<file path="config.mk">
export PLATFORM = sky130hd
export DESIGN_NAME = dht11_reader
export DESIGN_NICKNAME = d
export VERILOG_FILES = /design/src/rtl/dht11_pkg.sv /design/src/rtl/us_tick.sv /design/src/rtl/dht11_reader.sv
export SDC_FILE = /design/constraint.sdc
export NUM_CORES = 1
export LEC_CHECK = 0
export ABC_AREA = 1
export CAP_MARGIN = 20
export CORE_ASPECT_RATIO = 0.6
export CORE_UTILIZATION = 55
export CTS_CLUSTER_DIAMETER = 60
export DETAILED_ROUTE_END_ITERATION = 16
export PLACE_DENSITY_LB_ADDON = 0.3
export SYNTH_ARGS = -nofsm -noshare
export SYNTH_HDL_FRONTEND = slang
export SYNTH_SLANG_ARGS = --single-unit
</file>
<file path="constraint.sdc">
create_clock -name clk -period 4.8 [get_ports clk]
set_input_delay 0.72 -clock clk [delete_from_list [all_inputs] [get_ports clk]]
set_output_delay 0.72 -clock clk [all_outputs]
set_load 0.03 [all_outputs]
</file>
<file path="src/rtl/dht11_pkg.sv">
// Shared types and constants for the DHT11 single-wire sensor reader.
package dht11_pkg;

   typedef enum logic [2:0] {
      StIdle,
      StStartLow,
      StRelease,
      StRespLow,
      StRespHigh,
      StBitLow,
      StBitHigh,
      StCheck
   } state_e;

   localparam logic [1:0] ErrOk       = 2'd0;
   localparam logic [1:0] ErrTimeout  = 2'd1;
   localparam logic [1:0] ErrChecksum = 2'd2;

   // High phases longer than this many microseconds decode as a 1 bit.
   localparam logic [15:0] BitThreshUs = 16'd40;
   localparam logic [5:0]  LastBitIdx  = 6'd39;

   function automatic logic checksum_ok(input logic [39:0] frame);
      logic [7:0] sum;
      sum = frame[39:32] + frame[31:24] + frame[23:16] + frame[15:8];
      return sum == frame[7:0];
   endfunction

endpackage

</file>
<file path="src/rtl/us_tick.sv">
// One-cycle strobe every microsecond, derived from the system clock frequency.
module us_tick #(
   parameter int unsigned CLK_HZ = 100_000_000
) (
   input  logic clk_i,
   input  logic rst_i,
   output logic tick_o
);

   localparam int unsigned Div    = (CLK_HZ / 1_000_000 > 0) ? CLK_HZ / 1_000_000 : 1;
   localparam int unsigned CntW   = (Div > 1) ? $clog2(Div) : 1;
   localparam logic [CntW-1:0] CntMax = CntW'(Div - 1);

   logic [CntW-1:0] cnt_q, cnt_d;

   always_comb begin
      tick_o = (cnt_q == CntMax);
      cnt_d  = tick_o ? '0 : cnt_q + 1'b1;
   end

   always_ff @(posedge clk_i or posedge rst_i) begin
      if (rst_i) begin
         cnt_q <= '0;
      end else begin
         cnt_q <= cnt_d;
      end
   end

endmodule

</file>
<file path="src/rtl/dht11_reader.sv">
// DHT11 reader: issues the host start pulse, times the sensor response and
// decodes the 40-bit frame, publishing humidity/temperature on a good checksum.
module dht11_reader
   import dht11_pkg::*;
#(
   parameter int unsigned CLK_HZ       = 100_000_000,
   parameter int unsigned START_LOW_US = 20000,
   parameter int unsigned TIMEOUT_US   = 200
) (
   input  logic       clk,
   input  logic       rst,
   input  logic       start,
   input  logic       dht_in,
   output logic       dht_oe,
   output logic       busy,
   output logic [7:0] hum_int,
   output logic [7:0] hum_dec,
   output logic [7:0] temp_int,
   output logic [7:0] temp_dec,
   output logic       valid,
   output logic [1:0] err
);

   localparam logic [15:0] StartLowCnt = 16'(START_LOW_US);
   localparam logic [15:0] TimeoutCnt  = 16'(TIMEOUT_US);

   state_e      state_q, state_d;
   logic        sync1_q, sync2_q, line_prev_q;
   logic [15:0] us_cnt_q, us_cnt_d;
   logic [5:0]  bit_cnt_q, bit_cnt_d;
   logic [39:0] shift_q, shift_d;
   logic [31:0] data_q, data_d;
   logic [1:0]  err_q, err_d;
   logic        valid_q, valid_d;
   logic        tick, fall, rise, timeout;

   us_tick #(
      .CLK_HZ(CLK_HZ)
   ) u_us_tick (
      .clk_i (clk),
      .rst_i (rst),
      .tick_o(tick)
   );

   assign fall    = line_prev_q & ~sync2_q;
   assign rise    = ~line_prev_q & sync2_q;
   assign timeout = (us_cnt_q >= TimeoutCnt);

   always_comb begin
      state_d   = state_q;
      shift_d   = shift_q;
      bit_cnt_d = bit_cnt_q;
      data_d    = data_q;
      err_d     = err_q;
      valid_d   = 1'b0;

      unique case (state_q)
         StIdle: begin
            if (start) state_d = StStartLow;
         end
         // Line edges here are our own drive, so only the timer matters.
         StStartLow: begin
            if (us_cnt_q >= StartLowCnt) state_d = StRelease;
         end
         StRelease: begin
            if (fall) begin
               state_d   = StRespLow;
               bit_cnt_d = '0;
               shift_d   = '0;
            end else if (timeout) begin
               state_d = StIdle;
               err_d   = ErrTimeout;
            end
         end
         StRespLow: begin
            if (rise) begin
               state_d = StRespHigh;
            end else if (timeout) begin
               state_d = StIdle;
               err_d   = ErrTimeout;
            end
         end
         StRespHigh: begin
            if (fall) begin
               state_d = StBitLow;
            end else if (timeout) begin
               state_d = StIdle;
               err_d   = ErrTimeout;
            end
         end
         StBitLow: begin
            if (rise) begin
               state_d = StBitHigh;
            end else if (timeout) begin
               state_d = StIdle;
               err_d   = ErrTimeout;
            end
         end
         StBitHigh: begin
            if (fall) begin
               shift_d   = {shift_q[38:0], (us_cnt_q > BitThreshUs)};
               bit_cnt_d = bit_cnt_q + 6'd1;
               state_d   = (bit_cnt_q == LastBitIdx) ? StCheck : StBitLow;
            end else if (timeout) begin
               state_d = StIdle;
               err_d   = ErrTimeout;
            end
         end
         StCheck: begin
            state_d = StIdle;
            if (checksum_ok(shift_q)) begin
               data_d  = shift_q[39:8];
               valid_d = 1'b1;
               err_d   = ErrOk;
            end else begin
               err_d = ErrChecksum;
            end
         end
         default: state_d = StIdle;
      endcase

      if (state_d != state_q) begin
         us_cnt_d = '0;
      end else if (tick && (us_cnt_q != 16'hFFFF)) begin
         us_cnt_d = us_cnt_q + 16'd1;
      end else begin
         us_cnt_d = us_cnt_q;
      end
   end

   always_ff @(posedge clk or posedge rst) begin
      if (rst) begin
         state_q     <= StIdle;
         sync1_q     <= 1'b1;
         sync2_q     <= 1'b1;
         line_prev_q <= 1'b1;
         us_cnt_q    <= '0;
         bit_cnt_q   <= '0;
         shift_q     <= '0;
         data_q      <= '0;
         err_q       <= ErrOk;
         valid_q     <= 1'b0;
      end else begin
         state_q     <= state_d;
         sync1_q     <= dht_in;
         sync2_q     <= sync1_q;
         line_prev_q <= sync2_q;
         us_cnt_q    <= us_cnt_d;
         bit_cnt_q   <= bit_cnt_d;
         shift_q     <= shift_d;
         data_q      <= data_d;
         err_q       <= err_d;
         valid_q     <= valid_d;
      end
   end

   assign dht_oe   = (state_q == StStartLow);
   assign busy     = (state_q != StIdle);
   assign valid    = valid_q;
   assign err      = err_q;
   assign hum_int  = data_q[31:24];
   assign hum_dec  = data_q[23:16];
   assign temp_int = data_q[15:8];
   assign temp_dec = data_q[7:0];

endmodule
</file>
* Word level (Yosys, flattened, before mapping)
Cells that the tools add are included.
Storage, ports and cells: register bits after elaboration 110, latch bits 0, bits in writable memories 0, bits in read-only memories 0, input bits 4, output and inout port bits 37, word-level logic and storage cells 77, memories 0
Cells by class: add/subtract/negate cells 6, multipliers 0, divide/modulo/power cells 0, $lt $le $gt $ge 3, eq/ne operators 16, shift operators 0, multiplexer cells 26, bitwise operators 4, reduce and logical (&&, ||, !) cells 11
Operators with widths (number):
- two-way mux 40 bit | 2
- one-hot mux 40 bit (2 select lines) | 1
- two-way mux 16 bit | 2
- adder 8 bit | 3
- two-way mux 3 bit | 8
- one-hot mux 3 bit (8 select lines) | 1
- adder 16 x 1 -> 16 bit, second input constant | 1
- >= comparator 16 x 15 -> 1 bit, second input constant | 1
- >= comparator 16 x 8 -> 1 bit, second input constant | 1
- greater-than comparator 16 x 6 -> 1 bit, second input constant | 1
- != test 16 bit, second input constant | 1
- == test 3 bit, second input constant | 4
- two-way mux 6 bit | 2
- one-hot mux 6 bit (2 select lines) | 1
- two-way mux 2 bit | 5
- == test 8 bit | 1
- != test 2 bit, second input constant | 4
- adder 7 x 1 -> 7 bit, second input constant | 1
- == test 7 bit, second input constant | 1
- two-way mux 7 bit | 1
- adder 6 x 1 -> 6 bit, second input constant | 1
- == test 3 x 2 -> 1 bit, second input constant | 2
- == test 6 bit, second input constant | 1
- one-hot mux 2 bit (3 select lines) | 1
- other kinds (13) | 19

* Depth between registers and ports, before layout
Gate-level depths: netlist (run 1).
word-level depth 6, mapped depth 21, mapped depth without buffers 20

* Modules after synthesis
From an unflattened synthesis (run 1), not the netlist that was laid out.
Unflattened totals: cells, all modules 685, area, all modules 5726.7 sq um
Modules (own cells, without submodules):
- dht11_reader | times used 1, cells each 643, area an instance 5376.4 sq um, sequential area each 2581.2 sq um
- us_tick | times used 1, cells each 42, area an instance 350.3 sq um, sequential area each 175.2 sq um

* Worst setup path before layout (run 1)
Ideal clock, no wire load.
path type reg-to-reg, from reg shift_q[9], to reg data_q[10], arrival time 3.165 ns, setup slack 1.517 ns, stages on the path, launching flop included 19, path buffers 1, cells stage by stage dfrtp_1 -> fa_1 -> inv_1 -> fa_1 -> inv_1 -> ha_1 -> inv_1 -> fa_1 -> xor2_1 -> nand3_1 -> nor2_1 -> nand2_1 -> clkinv_1 -> nand3_2 -> nor2_4 -> nand3_4 -> buf_6 -> nand2_1 -> nand2_1
On the way: longest elaborated chain between the ends 3
RTL lines:
- from (decl) | line dht11_reader.sv:31 | logic [39:0] shift_q, shift_d;
- from (signal assigned) | line dht11_reader.sv:150 | shift_q <= shift_d;
- adder 8 bit | line dht11_pkg.sv:25 | sum = frame[39:32] + frame[31:24] + frame[23:16] + frame[15:8];
- == test 8 bit | line dht11_pkg.sv:26 | return sum == frame[7:0];
- AND reduction 2 bit (no line)
- to (signal assigned) | line dht11_reader.sv:151 | data_q <= data_d;
- to (decl) | line dht11_reader.sv:32 | logic [31:0] data_q, data_d;
No other way between the ends. A chain may end at the register's enable or synchronous reset.

* Final worst setup path (run 1)
from reg shift_q[9], to reg data_q[2]
The elaborated chain is that of the path after synthesis.

==> flow_metrics.tcl, run 1 <==
set metrics [dict create \
    powerDensity_mw_per_mm2 262.1 \
    dp_hpwl_um 9161 \
    drt-vias-per-instance 5.521 \
    post_drt_wl_per_cell_um 15.24 \
    cts.clk_slew.worst_paths_ns 0.08 \
    hp-class "reg2reg" \
    gp_congestion 0.8478 \
    synth_compound_area_frac 0.06598 \
    post-place-ws_ns 0.9558 \
    synth_area_per_cell_um2 8.663 \
    final_core_util 0.6599 \
    drv_cap 0 \
    ant_nets 0 \
    grt_pass1_vias 4355 \
    drt_pass1_iterations 5 \
    core_area_mm2 0.01005 \
    hold_viol 0 \
    cts_buffers 9 \
    min_period_ns 3.869 \
    synth_mux_area_frac 0 \
    grt_overflow 0 \
    fmax_ghz 0.2585 \
    synth_adder_area_share 0.07178 \
    critPathCaptureType "flip-flop" \
    synth_top_family_by_area "simple AND/OR/NAND/NOR gates" \
    clockBufferDepth 2 \
    fin_setup_tns_ns 0 \
    track_usage 0.2534 \
    layout_common_cells "157 x nand2_1, 107 x dfrtp_1, 93 x inv_1" \
    ios 41 \
    synth.distinct_cells 40 \
    required_ns 5.03 \
    syn2layout_area_growth_pct 13.97 \
    seq_area_frac_synth 0.4735 \
    grt_pass1_wl_um 21510 \
    yosys_register_bits 110 \
    ir_drop_mv 0.1821 \
    antenna_cells 0 \
    cts-resized-gates 0 \
    outcome "complete, no violations" \
    post_cts_buffers 0 \
    die_h_um 81.70 \
    p_clk_frac 0.451 \
    antenna_found_initial 0 \
    final-setup-viol-count 0 \
    layout_commonest_cell "nand2_1" \
    grt_max_degree 88 \
    syn_inst 672 \
    switching_share 0.2109 \
    crit_arrival_ns 4.10 \
    htreeDepth 3 \
    crit_type "reg2reg" \
    switchingPower_uw 366.7 \
    fin_crit_sh 0.8061 \
    p_int_mw 1.372 \
    cp_max_fo 33 \
    row_count 28 \
    p_comb_frac 0.015 \
    drc 0 \
    die_w_um 134.8 \
    port_buffers 40 \
    worstMarginPinSlew_ns 1.004 \
    maxSlewViolCount 0 \
    cts_tree "done" \
    pwr-share-seq 0.534 \
    ctsHoldBuffers 0 \
    synth_enable_flop_cells 0 \
    nets 733 \
    hold_slack_ns 0.3596 \
    yosys_warnings 0 \
    synthXorXnorAreaFrac 0.03546 \
    drive_gt1_frac 0.09873 \
    synth-simple-area-share 0.2600 \
    clk_latency_ns 0.35 \
    syn-num-nets 701 \
    fin_ws_ns 0.9309 \
    rsz0062_at_grt "false" \
    relSlewSlack 0.3293 \
    netlist_area_mm2 0.005822 \
    drt_iter0_drc 541 \
    die_area_mm2 0.01101 \
    synthArstFlopShare 1.000 \
    fin_cells 844 \
    vias 4660 \
    cts.sinks 110 \
    clockRootBuffer "clkbuf_16" \
    finalClockSkew_ns 0.01000 \
    drt_wl_total_um 12860 \
    dp.cells 827 \
    start_util 0.5790 \
    cp-start-kind "flip-flop" \
    ys.flop_type "dfrtp_1" \
    leakage_nw 3.219 \
]
## per-stage QoR
stage / area [µm²] / total power, mW
final: 6635 / 1.739
after global routing: 6635 / 1.793
after CTS: 6608 / 1.750
after detailed placement: 6290 / 0.9715
after global placement: 6290 / 0.9707
after floorplan: 5822 / 0.9622
## worst max-delay path, stage by stage, from the launching register on
cell	delay [ns]
dfrtp_1	0.42
fa_1	0.55
inv_1	0.06
fa_1	0.45
inv_1	0.07
ha_1	0.19
inv_1	0.07
fa_1	0.44
inv_2	0.08
nand4_1	0.13
nand3_1	0.14
nand3_1	0.11
nand3_1	0.10
nand2_1	0.06
inv_2	0.26
nand3_4	0.36
nand2_1	0.17
nand2_1	0.06
## synthesized netlist by cell type (2+ instances only)
master / n / share of area
buf_1: 4 / 0.0026
o21ai_0: 9 / 0.0077
buf_2: 8 / 0.0069
a31oi_1: 2 / 0.0021
nand3_1: 35 / 0.030
nand2_1: 157 / 0.10
inv_2: 11 / 0.0071
nor2_2: 14 / 0.015
o22ai_1: 39 / 0.042
nor2_1: 43 / 0.028
fa_1: 14 / 0.048
clkinv_1: 2 / 0.0013
a21oi_1: 11 / 0.0095
dfrtp_1: 107 / 0.46
nand4_1: 40 / 0.043
buf_4: 2 / 0.0026
inv_1: 94 / 0.061
clkbuf_1: 7 / 0.0045
xor2_1: 16 / 0.024
or2_2: 2 / 0.0021
nor2_4: 5 / 0.0097
dfstp_2: 3 / 0.014
nand2_2: 5 / 0.0054
xnor2_1: 5 / 0.0075
nand3_2: 3 / 0.0052
nor3_1: 7 / 0.0060
buf_6: 4 / 0.0077
ha_1: 11 / 0.024
## path summary, 6_finish.rpt
kind / startpoint / endpoint / slack (ns) / cells past startpoint
setup / recovery: shift_q[9] / data_q[2] / 0.93 / 17
hold / removal: sync1_q / sync2_q / 0.36 / 0
setup reg to reg: shift_q[9] / data_q[2] / 0.93 / 17
hold reg to reg: sync1_q / sync2_q / 0.36 / 0
max in group asynchronous: rst / line_prev_q / 3.49 / 3
min in group asynchronous: rst / u_us_tick.cnt_q[0] / 0.67 / 2
## flip-flops by register name (all words and copies together), names as in the netlist, 2 cells and up
name,flops
err,2
us_cnt_q,16
shift_q,40
u_us_tick.cnt_q,7
bit_cnt_q,6
data_q,32
state_q,3
## per-layer routing
| layer | global-route usage | wire length (µm) |
|---|---|---|
| met5 | 0 | 0 |
| met2 | 0.3716 | 5580 |
| met4 | 0.05506 | 87 |
| met1 | 0.3885 | 6405 |
| met3 | 0.04877 | 788 |
## layout make-up
cell class / count / area (µm²)
Tap cell: 135 / 168.9
Fill cell: 777 / 3420
Sequential cell: 110 / 2756
Multi-Input combinational cell: 430 / 2522
Timing Repair Buffer: 46 / 465.4
Clock buffer: 11 / 252.7
Inverter: 107 / 404.1
Clock inverter: 5 / 65.06
## power groups by stage
stage	clock (mW)	combinational, mW	sequential, mW
3_3_place_gp	0	0.0237	0.947
4_1_cts	0.797	0.0245	0.929
6_report	0.785	0.0257	0.929
3_5_place_dp	0	0.0245	0.947
2_1_floorplan	0	0.0153	0.947
5_1_grt	0.834	0.0305	0.929
## logic make-up (layout without fill, tap and decap cells)
family	count (synthesis)	in the layout
and+or+nand+nor	319	319
buffers and inverters	132	169
DFF	110	110
AOI/OAI and AO/OA	64	64
adders and majority gates	25	25
xor gates and xnor gates	22	22
(Power assumes the default switching activity.)
==> inputs of run 2 (changes only) <==
--- a/config.mk
+++ b/config.mk
@@ -8,7 +8,7 @@
 export ABC_AREA = 1
 export CAP_MARGIN = 20
 export CORE_ASPECT_RATIO = 0.6
-export CORE_UTILIZATION = 55
+export CORE_UTILIZATION = 53
 export CTS_CLUSTER_DIAMETER = 60
 export DETAILED_ROUTE_END_ITERATION = 16
 export PLACE_DENSITY_LB_ADDON = 0.3
==> constraint.sdc (replaced) <==
create_clock -name clk -period 3.1 [get_ports clk]
set_input_delay 0.465 -clock clk [delete_from_list [all_inputs] [get_ports clk]]
set_output_delay 0.465 -clock clk [all_outputs]
set_load 0.03 [all_outputs]
==> flow_metrics.tcl, run 2 (same netlist as run 1, synthesis figures left out) <==
set metrics [dict create \
    gp_congestion 0.9012 \
    hp-class "reg2reg" \
    fmax_ghz 0.2833 \
    cts.clk_slew.worst_paths_ns 0.08 \
    whs_path_depth 0 \
    ir_drop_mv 0.2900 \
    track_usage 0.2533 \
    dp_hpwl_um 9713 \
    cp-start-kind "flip-flop" \
    drv_cap 0 \
    post_drt_wl_per_cell_um 15.08 \
    drc 0 \
    met1_usage 0.3993 \
    finalClockSkew_ns 0.006208 \
    fin_cells 879 \
    die_w_um 137.3 \
    drt_pass1_iterations 5 \
    drt-vias-per-instance 5.414 \
    drive_gt1_frac 0.1378 \
    dp.cells 862 \
    core_area_mm2 0.01063 \
    grt_overflow 0 \
    relSlewSlack 0.4648 \
    p_int_mw 2.079 \
    hold_viol 0 \
    cts_buffers 9 \
    globalRouteMet2Util 0.3609 \
    worstMarginPinSlew_ns 0.7924 \
    grt_pass1_wl_um 22250 \
    required_ns 3.33 \
    reg.largest.list "shift_q x40, data_q x32, us_cnt_q x16" \
    layout_commonest_cell "nand2_1" \
    cts.sinks 110 \
    violations "negative setup slack" \
    start_util 0.5476 \
    reg2reg_depth 18 \
    cp_max_fo 16 \
    syn2layout_area_growth_pct 17.99 \
    clk_latency_ns 0.35 \
    switching_share 0.2163 \
    cts_tree "done" \
    p_clk_frac 0.443 \
    critPathCaptureType "flip-flop" \
    switchingPower_uw 573.6 \
    nets 764 \
    clockRootBuffer "clkbuf_16" \
    maxSlewViolCount 0 \
    leakage_nw 3.363 \
    port_buffers 40 \
    top_register "shift_q" \
    grt_pass1_vias 4519 \
    vias 4759 \
    min_period_ns 3.530 \
    grt_max_degree 60 \
    rsz0062_at_grt "true" \
    ios 41 \
    clockBufferDepth 2 \
    r2r_start "shift_q[9]" \
    use_met3 0.05006 \
    final_core_util 0.6461 \
    grt-busiest-layer "met1" \
    cp-startpoint "shift_q[9]" \
    drt_wl_total_um 13250 \
    antenna_found_initial 0 \
    whs_endpoint "sync2_q" \
    die_h_um 83.19 \
    final-setup-viol-count 34 \
    pwr-share-seq 0.542 \
    p_comb_frac 0.015 \
    largest_reg_flops 40 \
    fin_crit_sh 1.139 \
    ant_nets 0 \
    outcome "finished, violations left" \
    die_area_mm2 0.01142 \
    design_area_mm2 0.006869 \
    ctsHoldBuffers 0 \
    placed_area_mm2 0.006556 \
    crit_type "reg2reg" \
    powerDensity_mw_per_mm2 386.1 \
    layout_common_cells "157 x nand2_1, 107 x dfrtp_1, 92 x inv_1" \
    antenna_cells 0 \
    drt_iter0_drc 407 \
    htreeDepth 3 \
    fin_ws_ns -0.4300 \
    crit_arrival_ns 3.76 \
    r2r_end "err[1]" \
    rrSetupSlack_ns -0.43 \
    holdCritStartpoint "sync1_q" \
    row_count 29 \
]
[run 2: cell types whose count changed in the layout (fill, tap and decap cells not counted), moves of 2 or more]
| cell | delta |
|---|---|
| clkinv_4 | -2 |
| buf_12 | +2 |
| buf_6 | +2 |
| clkinvlp_4 | +2 |
| buf_4 | +28 |
| clkbuf_8 | -2 |
[run 2: how the worst max path moves through the flow]
stage	end	slack, ns	cells after the start
2_1_floorplan	data_q[10]	-0.18	18
3_3_place_gp	err[1]	-0.27	18
3_5_place_dp	err[1]	-0.38	18
4_1_cts	err[1]	-0.42	18
5_1_grt	err[1]	-0.59	18
6_report	err[1]	-0.43	18
[run 2: cell type report]
cell class | instances | area [µm²]
multi-input combinational | 430 | 2525
sequential | 110 | 2756
inverter | 107 | 405.4
fill | 882 | 3762
timing repair buffer | 77 | 710.7
clock buffer | 10 | 229.0
clock inverter | 6 | 68.82
tap | 139 | 173.9
[run 2: per-layer routing]
metal | wire (µm) | vias to the layer above | share of wire
met5 | 0 | - | 0
met4 | 114 | 0 | 0.0086
met3 | 892 | 16 | 0.067
met2 | 5558 | 183 | 0.42
met1 | 6686 | 2276 | 0.50
li1 | - | 2284 | -
[run 2: metrics by stage]
stage	setup TNS (ns)	setup WS [ns]	hold slack, ns	total power [mW]
floorplan	-5.441	-0.1789	0.3452	1.490
global placement	-8.874	-0.2742	0.3466	1.506
detailed placement	-11.49	-0.3804	0.3472	1.507
CTS	-12.82	-0.4169	0.3580	2.673
global route	-18.49	-0.5911	0.3595	2.733
finish	-13.27	-0.4300	0.3574	2.652
[run 2: what timing repair did]
item	CTS	global route
endpoints found under the setup margin	34	34
buffers inserted	0	1
resized for setup	2	0
endpoints found under the hold margin	0	0
[run 2: worst max-delay path: stages (launching register included)]
cell	delay, ns
dfrtp_1	0.41
fa_1	0.55
inv_1	0.05
fa_1	0.44
inv_1	0.07
ha_2	0.18
inv_2	0.04
fa_1	0.49
xor2_1	0.15
nand3_1	0.09
nor2_1	0.15
nand2_1	0.07
clkinv_1	0.05
nand3_2	0.08
nor2_4	0.14
buf_4	0.22
nand2_1	0.08
nand2_1	0.06
o21ai_0	0.07
[run 2: power by group through the flow]
stage | combinational (mW) | clock, mW | sequential [mW]
floorplan | 0.0240 | 0 | 1.47
global placement | 0.0395 | 0 | 1.47
detailed placement | 0.0410 | 0 | 1.47
CTS | 0.0412 | 1.19 | 1.44
global route | 0.0454 | 1.25 | 1.44
finish | 0.0387 | 1.18 | 1.44
